### src/rtl/mips_muldiv_pkg.sv
// Shared types and sizing helpers for the MIPS multiply/divide unit.
package mips_muldiv_pkg;

    localparam int unsigned MULDIV_WIDTH = 32;

    function automatic int unsigned div_cnt_w(input int unsigned w);
        return (w > 1) ? $clog2(w) : 1;
    endfunction

    localparam int unsigned DIV_CNT_W = div_cnt_w(MULDIV_WIDTH);

    typedef enum logic [2:0] {
        OP_MULT  = 3'd0,
        OP_MULTU = 3'd1,
        OP_DIV   = 3'd2,
        OP_DIVU  = 3'd3,
        OP_MTHI  = 3'd4,
        OP_MTLO  = 3'd5
    } muldiv_op_t;

    typedef enum logic [1:0] {
        IDLE = 2'd0,
        MUL  = 2'd1,
        DIV  = 2'd2,
        FIX  = 2'd3
    } muldiv_state_t;

endpackage

### src/rtl/mips_divider_core.sv
// Iterative unsigned restoring divider: one quotient bit per step, MSB first.
module mips_divider_core #(
    parameter int unsigned WIDTH = 32
) (
    input  logic             clk,
    input  logic             reset,
    input  logic             load,
    input  logic             step,
    input  logic [WIDTH-1:0] dividend,
    input  logic [WIDTH-1:0] divisor,
    output logic [WIDTH-1:0] quotient,
    output logic [WIDTH-1:0] remainder
);

    logic [WIDTH-1:0] rem;
    logic [WIDTH-1:0] quo;
    logic [WIDTH-1:0] dsr;
    logic [WIDTH:0]   shifted;
    logic [WIDTH:0]   trial;

    // quo doubles as the dividend shift register; quotient bits enter at the LSB
    always_comb begin
        shifted = {rem, quo[WIDTH-1]};
        trial   = shifted - {1'b0, dsr};
    end

    always_ff @(posedge clk) begin
        if (reset) begin
            rem <= '0;
            quo <= '0;
            dsr <= '0;
        end else if (load) begin
            rem <= '0;
            quo <= dividend;
            dsr <= divisor;
        end else if (step) begin
            if (!trial[WIDTH]) begin
                rem <= trial[WIDTH-1:0];
                quo <= {quo[WIDTH-2:0], 1'b1};
            end else begin
                rem <= shifted[WIDTH-1:0];
                quo <= {quo[WIDTH-2:0], 1'b0};
            end
        end
    end

    assign quotient  = quo;
    assign remainder = rem;

endmodule

### src/rtl/mips_muldiv_unit.sv
// MIPS HI/LO owner: single-cycle-latched multiply, iterative signed/unsigned divide, MTHI/MTLO.
module mips_muldiv_unit
    import mips_muldiv_pkg::*;
#(
    parameter int unsigned WIDTH = MULDIV_WIDTH
) (
    input  logic             clk,
    input  logic             reset,
    input  logic             start,
    input  logic [2:0]       op,
    input  logic [WIDTH-1:0] a,
    input  logic [WIDTH-1:0] b,
    output logic             busy,
    output logic             done,
    output logic [WIDTH-1:0] hi,
    output logic [WIDTH-1:0] lo
);

    localparam int unsigned CNT_W = div_cnt_w(WIDTH);

    muldiv_state_t      state;
    muldiv_op_t         op_e;
    logic [WIDTH-1:0]   mul_a;
    logic [WIDTH-1:0]   mul_b;
    logic               mul_signed;
    logic               sign_q;
    logic               sign_r;
    logic               nowrite;
    logic [CNT_W-1:0]   count;
    logic               div_signed;
    logic               div_load;
    logic               div_step;
    logic [WIDTH-1:0]   a_abs;
    logic [WIDTH-1:0]   b_abs;
    logic [2*WIDTH-1:0] ext_a;
    logic [2*WIDTH-1:0] ext_b;
    logic [2*WIDTH-1:0] product;
    logic [WIDTH-1:0]   quotient;
    logic [WIDTH-1:0]   remainder;

    // Magnitudes are taken unsigned, so -MIN maps back to MIN without overflow.
    always_comb begin
        op_e       = muldiv_op_t'(op);
        div_signed = (op_e == OP_DIV);
        a_abs      = (div_signed && a[WIDTH-1]) ? -a : a;
        b_abs      = (div_signed && b[WIDTH-1]) ? -b : b;
        div_load   = (state == IDLE) && start && (op_e == OP_DIV || op_e == OP_DIVU)
                     && (b != '0);
        div_step   = (state == DIV);
        ext_a      = {{WIDTH{mul_signed & mul_a[WIDTH-1]}}, mul_a};
        ext_b      = {{WIDTH{mul_signed & mul_b[WIDTH-1]}}, mul_b};
        product    = ext_a * ext_b;
    end

    mips_divider_core #(.WIDTH(WIDTH)) u_div (
        .clk       (clk),
        .reset     (reset),
        .load      (div_load),
        .step      (div_step),
        .dividend  (a_abs),
        .divisor   (b_abs),
        .quotient  (quotient),
        .remainder (remainder)
    );

    always_ff @(posedge clk) begin
        if (reset) begin
            state      <= IDLE;
            hi         <= '0;
            lo         <= '0;
            done       <= 1'b0;
            count      <= '0;
            mul_a      <= '0;
            mul_b      <= '0;
            mul_signed <= 1'b0;
            sign_q     <= 1'b0;
            sign_r     <= 1'b0;
            nowrite    <= 1'b0;
        end else begin
            done <= 1'b0;
            unique case (state)
                IDLE: begin
                    if (start) begin
                        case (op_e)
                            OP_MTHI: hi <= a;
                            OP_MTLO: lo <= a;
                            OP_MULT, OP_MULTU: begin
                                mul_a      <= a;
                                mul_b      <= b;
                                mul_signed <= (op_e == OP_MULT);
                                state      <= MUL;
                            end
                            OP_DIV, OP_DIVU: begin
                                if (b == '0) begin
                                    nowrite <= 1'b1;
                                    state   <= FIX;
                                end else begin
                                    nowrite <= 1'b0;
                                    sign_q  <= div_signed & (a[WIDTH-1] ^ b[WIDTH-1]);
                                    sign_r  <= div_signed & a[WIDTH-1];
                                    count   <= '0;
                                    state   <= DIV;
                                end
                            end
                            default: ;
                        endcase
                    end
                end
                MUL: begin
                    {hi, lo} <= product;
                    done     <= 1'b1;
                    state    <= IDLE;
                end
                DIV: begin
                    count <= count + 1'b1;
                    if (count == CNT_W'(WIDTH - 1)) state <= FIX;
                end
                FIX: begin
                    if (!nowrite) begin
                        lo <= sign_q ? -quotient : quotient;
                        hi <= sign_r ? -remainder : remainder;
                    end
                    done  <= 1'b1;
                    state <= IDLE;
                end
                default: state <= IDLE;
            endcase
        end
    end

    assign busy = (state != IDLE);

endmodule
### config.mk
export PLATFORM = sky130hd
export DESIGN_NAME = mips_muldiv_unit
export DESIGN_NICKNAME = d
export VERILOG_FILES = /design/src/rtl/mips_muldiv_pkg.sv /design/src/rtl/mips_divider_core.sv /design/src/rtl/mips_muldiv_unit.sv
export SDC_FILE = /design/constraint.sdc
export NUM_CORES = 2
export LEC_CHECK = 0
export CORE_MARGIN = 8
export CORE_UTILIZATION = 59
export DETAILED_ROUTE_END_ITERATION = 10
export PLACE_DENSITY = 0.8
export SYNTH_ARGS = -nofsm -noshare
export SYNTH_HDL_FRONTEND = slang
export SYNTH_SLANG_ARGS = --single-unit
### constraint.sdc
create_clock -name clk -period 7.7 [get_ports clk]
set_clock_uncertainty 0.2 [all_clocks]
set_input_delay 1.54 -clock clk [delete_from_list [all_inputs] [get_ports clk]]
set_output_delay 1.54 -clock clk [all_outputs]
set_load 0.05 [all_outputs]
* Word level (Yosys, flattened, before mapping)
Cells that the tools add are included.
Storage, ports and cells: flip-flop bits (word level) 236, input bits 70, output and inout bits 66, word-level logic and storage cells 96
Cells by class: add/subtract/negate cells 6, multipliers 1, equality and inequality tests 17, mux-type cells 27, bitwise operators 6, reduce and logical (&&, ||, !) cells 25
Operators by type and width (count):
- $mux 32 | 13
- $pmux 32 s3 | 2
- $neg 32->32 | 4
- $mul 33x33->64 | 1
- $sub 33x32->33 | 1
- $logic_not 32->1 | 1
- $reduce_bool 32->1 | 1
- $reduce_and 4->1 | 4
- $mux 5 | 3
- $pmux 5 s2 | 1
- $reduce_and 3->1 | 3
- $ne 2x1->1 const B | 4
- $reduce_or 2->1 | 4
- $eq 3x2->1 const B | 2
- $eq 3x3->1 const B | 2
- $ne 2x2->1 const B | 3
- $pmux 2 s3 | 1
- $reduce_bool 2->1 | 3
- $add 5x1->5 const B | 1
- $eq 5x5->1 const B | 1
- $logic_and 1x1->1 | 5
- $and 1x1->1 | 4
- $eq 2x2->1 const B | 2
- $mux 1 | 4
- 11 further kinds | 12

* Logic depth before layout (Yosys ltp)
word-level depth 5, depth in mapped cells 31, gate-level depth less buffers 29

* Hierarchy
From an unflattened synthesis, not the netlist that was laid out.
Unflattened totals: cell total of the unflattened synthesis 6121, area total of the unflattened synthesis 52472.8 sq um
By module, submodules not included:
- mips_muldiv_unit | instances 1, cells each 5386, area an instance 46542.1 sq um, seq. area each 2802.7 sq um
- mips_divider_core | instances 1, cells each 735, area an instance 5930.7 sq um, seq. area each 1921.8 sq um

* Least setup slack after synthesis
No wires, ideal clock.
path kind register to register, from register mul_a[31], to register hi[25], library setup time 0.130 ns, data arrival time 8.062 ns, required time 7.370 ns, path slack -0.692 ns, stages on the path, launching flop included 31, path buffers 3, period minus slack after synthesis 8.392 ns, path through dfxtp_1 > clkbuf_1 > and2_1 > clkbuf_1 > nand2_1 > inv_1 > fa_1 > inv_1 > fa_1 > inv_1 > fa_1 > fa_1 > inv_1 > fa_1 > inv_1 > fa_1 > inv_1 > fa_1 > fa_1 > inv_1 > ha_1 > clkbuf_1 > nand4_1 > or3_1 > nor3_1 > o21ai_0 > a31oi_1 > nand2_1 > o21ai_0 > xnor2_1 > o22ai_1
On the way: word-level cells in the longest chain between the ends 3
RTL lines:
- start: declaration | RTL line mips_muldiv_unit.sv:23 | logic [WIDTH-1:0] mul_a;
- start signal: assignment | RTL line mips_muldiv_unit.sv:73 | mul_a <= '0;
- start signal: assignment | RTL line mips_muldiv_unit.sv:88 | mul_a <= a;
- $and 1x1->1 | RTL line mips_muldiv_unit.sv:50 | ext_a = {{WIDTH{mul_signed & mul_a[WIDTH-1]}}, mul_a};
- $mul 33x33->64 * | RTL line mips_muldiv_unit.sv:52 | product = ext_a * ext_b;
- $pmux 32 s3 * | RTL line mips_muldiv_unit.sv:81 | unique case (state)
- end signal: assignment | RTL line mips_muldiv_unit.sv:110 | {hi, lo} <= product;
- end signal: assignment | RTL line mips_muldiv_unit.sv:121 | hi <= sign_r ? -remainder : remainder;
- end: declaration | RTL line mips_muldiv_unit.sv:15 | output logic [WIDTH-1:0] hi,
Mark *: on every way between the ends. The rest lies on a longest branch, timed or not. A chain may end at the register's enable or synchronous reset.

* Worst setup path in the final report
from register mul_b[1], to register hi[26]
On the way: word-level cells in the longest chain between the ends 2
RTL lines:
- start: declaration | RTL line mips_muldiv_unit.sv:24 | logic [WIDTH-1:0] mul_b;
- start signal: assignment | RTL line mips_muldiv_unit.sv:74 | mul_b <= '0;
- start signal: assignment | RTL line mips_muldiv_unit.sv:89 | mul_b <= b;
- $mul 33x33->64 | RTL line mips_muldiv_unit.sv:52
- $pmux 32 s3 | RTL line mips_muldiv_unit.sv:81
No other way between the ends.

==> impl_metrics.env <==
export IMPL_fin_crit_ns=7.84
export IMPL_hpwl_mm=126
export IMPL_h_tree_depth=1
export IMPL_grt_ovfl_total=0
export IMPL_synth_area_leaders="fa_1 44%, dfxtp_1 9.2%, inv_1 8.7%"
export IMPL_status="finished, violations left"
export IMPL_start_util_pct=59.5
export IMPL_netlist_instances=5993
export IMPL_ys_seq_area_share_pct=9.15
export IMPL_max_vdd_ir_drop_mv=0.196
export IMPL_chipHeight_um=312
export IMPL_ys_ff_latch=236
export IMPL_area_growth_pct=18.3
export IMPL_ctsHoldBuffers=0
export IMPL_p_leak_uw=0.0285
export IMPL_netlist_area_um2=51600
export IMPL_crit_top_cell="fa_1"
export IMPL_root_buffer="clkbuf_16"
export IMPL_clk_latency_ns=0.57
export IMPL_tightest_slew_ns=1.07
export IMPL_drcViolationCount=0
export IMPL_track_usage_pct=32.0
export IMPL_rsz0062_at_grt="true"
export IMPL_grt_max_degree=82
export IMPL_cts_tree="yes"
export IMPL_start_kind="register"
export IMPL_fp_dieW_um=312
export IMPL_synth_nets=7439
export IMPL_worstPathMaxFanout=8
export IMPL_clk_pin_slew_worst_paths_ns=0.07
export IMPL_crit_slowest_cell="fa_1"
export IMPL_synth_edf_count=0
export IMPL_final_util_pct=70.4
export IMPL_core_um2=86800
export IMPL_async_flop_share_pct=0
export IMPL_setup_ws_ns=-0.139
export IMPL_clockBufferDepth=3
export IMPL_hold_class="reg2reg"
export IMPL_hold_viol_final=0
export IMPL_report_power_total_uw=4210
export IMPL_vias=44675
export IMPL_arrival_ns=8.07
export IMPL_io_pins=136
export IMPL_synthFlopType="dfxtp_1"
export IMPL_syn_avg_cell_area_um2=8.61
export IMPL_finalCritPeriodShare_pct=102
export IMPL_critPathKind="reg2reg"
export IMPL_clkSinkCount=236
export IMPL_dp_slack_ns=-0.468
export IMPL_ys_types=75
export IMPL_failed_checks="negative setup slack"
export IMPL_setup_viol=18
export IMPL_slew_viol_final=0
export IMPL_synth_top_area_share_pct=43.7
export IMPL_slew_headroom_pct=28.3
export IMPL_p_per_area_nw_per_um2=69.0
export IMPL_maxCapViolations=0
export IMPL_wire_per_inst_um=22.2
export IMPL_rows=108
export IMPL_whs_ns=0.256
export IMPL_layout_common_cells="1153 x inv_1, 1087 x fa_1, 1001 x nand2_1"
export IMPL_antenna_left=0
export IMPL_synth_largest_area_cell="fa_1"
export IMPL_fin_nets=7785
export IMPL_die_area_um2=97200
export IMPL_drt_initial_drc_count=4325
export IMPL_tns_ns=-1.30
export IMPL_numCtsBuffers=27
export IMPL_drt_pass1_iter_count=9
export IMPL_numPortBuffers=135
export IMPL_slowest_delay_ns=0.55
export IMPL_fill_cells=6098
export IMPL_yosys_warnings=0
export IMPL_wl_mm=167
export IMPL_grt_pass1_vias=47258
export IMPL_fmax_ghz=0.128
export IMPL_worstPathRequired_ns=7.93
export IMPL_grt_first_pass_wirelength_mm=250
export IMPL_post_drt_via_cell_ratio=5.94
export IMPL_mostFrequentLayoutCell="inv_1"
export IMPL_antenna_found_initial=5
export IMPL_end_kind="register"
export IMPL_drive_gt1_share_pct=14.2
export IMPL_gp_congestion=0.989
-- cell type report --
class                           count  area, um^2  share of cell area (%)
Multi-Input combinational cell   4208       42400                    69.4
Timing Repair Buffer              675        7000                    11.5
Sequential cell                   236        4850                    7.94
Inverter                         1191        4480                    7.34
Tap cell                         1155        1450                    2.37
Clock buffer                       38         757                    1.24
Clock inverter                     11         121                   0.199
Antenna cell                        2        5.00                 0.00820
-- power breakdown --
part	leakage, uW	switching, uW	internal (uW)
sequential	0.00195	79.3	1270
clock	0.000427	580	754
combinational	0.0261	919	607
total	0.0285	1580	2630
-- sequential cells by signal (all words and copies together), names as in the netlist, 2 cells and up --
| signal | flops |
|---|---|
| hi | 32 |
| lo | 32 |
| mul_a | 32 |
| mul_b | 32 |
| u_div.dsr | 32 |
| u_div.quotient | 32 |
| u_div.remainder | 32 |
| count | 5 |
| state | 2 |
-- logic make-up (layout without fill, tap and decap cells) --
kind of cell,Yosys count,count (layout),share of synthesized area (%)
AO/OA/AOI/OAI,753,753,9.23
XOR/XNOR,220,220,3.73
adder cells (fa/ha/maj),1376,1376,49.7
buffers and inverters,1549,1915,11.4
flip-flops,236,236,9.15
multiplexers,32,32,0.621
other,0,2,0
AND/OR/NAND/NOR,1827,1827,16.2
-- layer usage --
layer  vias up  global-route usage, %  wire length (um)
li1      18929                      -                 -
met1     22346                   38.5             56900
met2      2531                   53.7             79800
met3       863                   5.32             16000
met4         6                   19.7             14100
met5         -                      0                37
-- worst max-delay path, delay by kind of cell, from the launching register on --
family	cells	cell delay, ns
flops	1	0.37
fa+ha+maj	9	4.43
compound gates	7	1.54
buf+inv	7	0.47
simple gates	4	0.51
xor+xnor	1	0.16
-- cell usage after synthesis, types with 29 or more instances --
| cell type | n |
|---|---|
| a221oi_1 | 29 |
| o31ai_1 | 33 |
| and2_1 | 350 |
| o21ai_0 | 145 |
| nand2_1 | 1018 |
| nand3_1 | 37 |
| ha_1 | 250 |
| inv_1 | 1190 |
| xnor2_1 | 146 |
| a21oi_1 | 257 |
| fa_1 | 1126 |
| mux2i_1 | 32 |
| and3_1 | 30 |
| a211oi_1 | 54 |
| nor2_1 | 210 |
| dfxtp_1 | 236 |
| a21o_1 | 43 |
| xor2_1 | 74 |
| clkbuf_1 | 336 |
| a31oi_1 | 30 |
| nor3_1 | 51 |
-- path summary, 6_finish.rpt --
check / start / end / slack, ns / cells past startpoint
worst max register to register: mul_b[1] / hi[26] / -0.14 / 28
worst min-delay path: u_div.dsr[23] / u_div.dsr[23] / 0.26 / 2
worst max-delay path: mul_b[1] / hi[26] / -0.14 / 28
worst min register to register: u_div.dsr[23] / u_div.dsr[23] / 0.26 / 2
-- metrics by stage --
step,instances,instance area [um^2]
after floorplan,5993,51800
after global placement,7382,57500
after detailed placement,7382,57500
after CTS,7447,59000
after global routing,7515,61100
final,7516,61100
-- timing repair --
action | 4_1_cts | 5_1_grt
setup buffers | 16 | 57
resized for setup | 121 | 288
cloned | 1 | 13
setup endpoints to repair | 34 | 41
pin swaps | 62 | 158
Power figures use the tool's default switching activity.
